File: src/rtl/cam_pkg.sv
// Shared definitions for the camera capture path: FSM states, default
// frame geometry and the RGB565 -> RGB332 pixel packing.
package cam_pkg;

  localparam int IMG_W_DEF = 160;
  localparam int IMG_H_DEF = 120;

  typedef enum logic [2:0] {
    ST_IDLE,
    ST_SYNC,
    ST_BYTE_HI,
    ST_BYTE_LO,
    ST_DONE
  } cam_state_t;

  // hi = {R4..R0,G5..G3}, lo = {G2..G0,B4..B0}; keep the top bits of each colour
  function automatic logic [7:0] pack_rgb332(input logic [7:0] hi, input logic [7:0] lo);
    return {hi[7:5], hi[2:0], lo[4:3]};
  endfunction

endpackage

File: src/rtl/rgb565_to_332.sv
// Combinational RGB565 byte pair to RGB332 pixel converter.
module rgb565_to_332
  import cam_pkg::*;
(
  input  logic [7:0] hi,
  input  logic [7:0] lo,
  output logic [7:0] pixel
);

  // Pure repacking, no state
  always_comb begin
    pixel = pack_rgb332(hi, lo);
  end

endmodule

File: src/rtl/cam_capture.sv
// Camera frame capture: samples the camera bus on pixel-clock strobes,
// assembles RGB565 byte pairs into RGB332 pixels and writes them
// sequentially into a frame buffer, one frame per enabled vsync.
module cam_capture
  import cam_pkg::*;
#(
  parameter int IMG_W  = IMG_W_DEF,
  parameter int IMG_H  = IMG_H_DEF,
  parameter int ADDR_W = 15
) (
  input  logic              clk,
  input  logic              rst,
  input  logic              pclk_pulse,
  input  logic              vsync,
  input  logic              href,
  input  logic [7:0]        px_data,
  input  logic              capture_en,
  output logic [ADDR_W-1:0] mem_addr,
  output logic [7:0]        mem_data,
  output logic              mem_wr,
  output logic              frame_done,
  output logic              busy,
  output logic              overflow
);

  localparam logic [ADDR_W-1:0] LAST_ADDR = ADDR_W'(IMG_W * IMG_H - 1);

  cam_state_t  state;
  logic [7:0]  hi_byte;
  logic [7:0]  pixel;
  logic        addr_full;

  rgb565_to_332 u_pack (
    .hi    (hi_byte),
    .lo    (px_data),
    .pixel (pixel)
  );

  // Frame FSM with registered outputs; the address advances the cycle after
  // each write so it stays stable while mem_wr is high, and freezes once the
  // last buffer location has been written.
  always_ff @(posedge clk or posedge rst) begin
    if (rst) begin
      state      <= ST_IDLE;
      hi_byte    <= '0;
      addr_full  <= 1'b0;
      mem_addr   <= '0;
      mem_data   <= '0;
      mem_wr     <= 1'b0;
      frame_done <= 1'b0;
      busy       <= 1'b0;
      overflow   <= 1'b0;
    end else begin
      mem_wr     <= 1'b0;
      frame_done <= 1'b0;

      if (mem_wr && !addr_full) begin
        mem_addr <= mem_addr + 1'b1;
      end

      case (state)
        ST_IDLE: begin
          if (pclk_pulse && vsync && capture_en) begin
            state <= ST_SYNC;
          end
        end

        ST_SYNC: begin
          if (pclk_pulse && !vsync) begin
            state     <= ST_BYTE_HI;
            mem_addr  <= '0;
            overflow  <= 1'b0;
            addr_full <= 1'b0;
            busy      <= 1'b1;
          end
        end

        ST_BYTE_HI: begin
          if (pclk_pulse) begin
            if (vsync) begin
              state      <= ST_DONE;
              frame_done <= 1'b1;
              busy       <= 1'b0;
            end else if (href) begin
              hi_byte <= px_data;
              state   <= ST_BYTE_LO;
            end
          end
        end

        ST_BYTE_LO: begin
          if (pclk_pulse) begin
            if (vsync) begin
              state      <= ST_DONE;
              frame_done <= 1'b1;
              busy       <= 1'b0;
            end else begin
              state <= ST_BYTE_HI;
              if (href) begin
                if (!addr_full) begin
                  mem_wr   <= 1'b1;
                  mem_data <= pixel;
                  if (mem_addr == LAST_ADDR) begin
                    addr_full <= 1'b1;
                  end
                end else begin
                  overflow <= 1'b1;
                end
              end
            end
          end
        end

        ST_DONE: begin
          state <= ST_IDLE;
        end

        default: begin
          state <= ST_IDLE;
        end
      endcase
    end
  end

endmodule

File: config.mk
export PLATFORM = sky130hd
export DESIGN_NAME = cam_capture
export DESIGN_NICKNAME = d
export VERILOG_FILES = /design/src/rtl/cam_pkg.sv /design/src/rtl/rgb565_to_332.sv /design/src/rtl/cam_capture.sv
export SDC_FILE = /design/constraint.sdc
export NUM_CORES = 1
export LEC_CHECK = 0
export ABC_AREA = 1
export ABC_CLOCK_PERIOD_IN_PS = 1800
export BUFFER_PORTS_ARGS = -buffer_cell sky130_fd_sc_hd__buf_2
export CAP_MARGIN = 20
export CORE_ASPECT_RATIO = 1.25
export CORE_MARGIN = 8
export CORE_UTILIZATION = 59
export CTS_CLUSTER_DIAMETER = 80
export DETAILED_ROUTE_END_ITERATION = 10
export PLACE_DENSITY = 0.95
export SETUP_SLACK_MARGIN = 0.05
export SYNTH_ARGS = -nofsm -noshare
export SYNTH_HDL_FRONTEND = slang
export SYNTH_HIERARCHICAL = 1
export SYNTH_SLANG_ARGS = --single-unit
File: constraint.sdc
create_clock -name clk -period 1.8 [get_ports clk]
set_input_delay 0.27 -clock clk [delete_from_list [all_inputs] [get_ports clk]]
set_output_delay 0.27 -clock clk [all_outputs]
set_load 0.05 [all_outputs]
==> summary.md <==
| Metric | Value |
|---|---|
| Status | finished clean |
| P&R area growth vs syn | 13.19% |
| Post-CTS Setup Bufs | 0 |
| Post-DR wirelength/cell | 13.03 um |
| Via count | 1785 |
| Initial core utilization | 59.81% |
| Antenna-violating nets left | 0 |
| CTS tree | yes |
| Critical Path Start | addr_full$_DFFE_PP0P_ |
| Leak | 1.282 nW |
| Grt met1 use | 16.85% |
| CP max-delay cell | dfrtp_1 |
| Worst Setup Start Kind | flip-flop |
| Final setup vio count | 0 |
| DP Wirelength | 3.282 mm |
| Die height | 81.57 um |
| GR Util All Layers | 16.69% |
| Clk_skew | 0.006279 ns |
| Antenna violations before repair | 0 |
| Gate Count Post-Synth | 258 |
| DRC viols | 0 |
| Initial drt markers | 174 |
| Max Clk Rate | 0.6779 GHz |
| Core area | 0.003393 mm2 |
| Worst EP required | 1.98 ns |
| First-pass GRT wire length | 7.224 mm |
| DRT Pass-1 Iters | 4 |
| Total die area | 0.005584 mm2 |
| CP cell instances | nor2_2 > nand2_1 > nor2_1 > nand2_1 > nor3_1 > nor2_1 |
| Clk slew on worst S/H paths | 0.07 ns |
| Period utilization | 81.95% |
| Routed vias/inst | 5.297 |
| Die Width | 68.46 um |
| Peak VDD IR | 1095 uV |
| Syn Nets | 273 |
| Non-filler instance count after layout | 337 |
| Slew Viols, Final | 0 |
| Max-cap violations | 0 |
| Tmin final | 1.475 ns |
| Placed cells | 329 |
| Critical path endpoint category | flip-flop |
| H-tree depth | 2 |
| Worst slew pin tran | 0.4681 ns |
| Synthesized area per cell | 7.866 um2 |
| PwrDens | 1456 mW/mm2 |
| Worst Path Max Fanout | 9 |
| Post-CTS resize count | 0 |
| Critical path's largest stage delay | 0.41 ns |
| Grt total ovfl | 0 |
| WS Path Type | flip-flop to flip-flop |
| Largest net degree at the start of global routing | 38 |
| Cell Rows | 24 |
| Port Buffers | 40 |
| Hold WC Path Type | input port to async pin |
| Synth warn | 6 |
| Arr. time, crit path | 1.65 ns |
| Clk_lat worst skew | 0.29 ns |
| Slew Limit Headroom | 68.79% |
| Worst r2r src | addr_full$_DFFE_PP0P_ |
| Total Wirelength | 4.390 mm |
| Nets | 312 |
| Mapped cell area | 0.002029 mm2 |
| GR Util met3 | 4.366% |
| GPL Wtd Cong | 0.9411 |
| Busiest grt layer | met2 |
| CTS root buf | clkbuf_8 |
| Vias in the first global route | 1725 |
| Clock sink count | 37 |
| Clock Path Buffers | 2 |
| Endpoints failing hold | 0 |
| Boundary Pins | 41 |
| CTS buffer count | 5 |
| RSZ-0062 raised after global routing | false |
| Ant diodes | 0 |
| Global routing usage on met2 | 30.75% |
| Share of cells above drive strength 1 | 27.85% |
| Cts hold-fix bufs | 0 |
| Setup_tns | 0 ns |
## cells in the final DEF, fill, tap and decap left out, drive strengths merged
master   n
a211oi   1
a21oi    1
buf     42
clkbuf   6
clkinv   3
dfrtp   37
ha       1
inv     36
nand2   85
nand3   19
nand4    4
nor2    38
nor3     6
o21ai   13
o21bai   1
or2      1
xnor2    1
xor2     3
## final cells by class
type,count,area (um2)
inverters,37,148.9
repair buffers,42,215.2
flip-flops and latches,37,925.9
clock inverters,2,10.01
multi-input cells,174,875.8
clock buffers,6,72.57
well taps,39,48.80
fillers,270,1096
## critical path, delay by kind of cell, from the launching register on
| kind | cells | cell delay [ns] |
|---|---|---|
| AND/OR/NAND/NOR | 6 | 0.95 |
| flip-flops | 1 | 0.41 |
## flip-flops by register name, summed over array words and instances, names as in the netlist
signal      flops
busy            1
overflow        1
addr_full       1
mem_addr       15
mem_wr          1
frame_done      1
state           3
mem_data        8
hi_byte         6
## power breakdown
| group | switching (W) | internal (W) | leakage, nW |
|---|---|---|---|
| sequential | 0.000229 | 0.00108 | 0.498 |
| clock | 0.000296 | 0.000268 | 0.0450 |
| combinational | 0.00109 | 0.000379 | 0.739 |
| total | 0.00162 | 0.00173 | 1.28 |
## per-stage QoR
step	hold slack [ns]	util [%]	worst slack (ns)	cell area [um2]	power (W)
after floorplan	0.4116	-	0.2026	2029	0.002527
after global placement	0.3927	65.27	0.4978	2215	0.002736
after detailed placement	0.3992	65.27	0.3510	2215	0.002794
after CTS	0.08689	67.70	0.3316	2297	0.003363
after global routing	0.1226	67.70	0.1875	2297	0.003546
final	0.06456	67.70	0.3249	2297	0.003345
## metal layers
layer / up-vias / part of all wire (%)
li1: 862 / -
met1: 834 / 36
met2: 72 / 53
met3: 17 / 7.7
met4: 0 / 3.0
met5: - / 0
## worst paths after layout
path	end	slack, ns	depth (start not counted)
max	mem_addr[11]$_DFF_PP0_	0.32	6
min	mem_addr[3]$_DFF_PP0_	0.06	3
max reg2reg	mem_addr[11]$_DFF_PP0_	0.32	6
min reg2reg	mem_data[7]$_DFFE_PP0P_	0.48	2
max in group asynchronous	state[1]$_DFFE_PP0P_	1.39	3
min in group clk	mem_data[1]$_DFFE_PP0P_	0.18	3
Note: power is estimated with default switching activity, not from simulation.
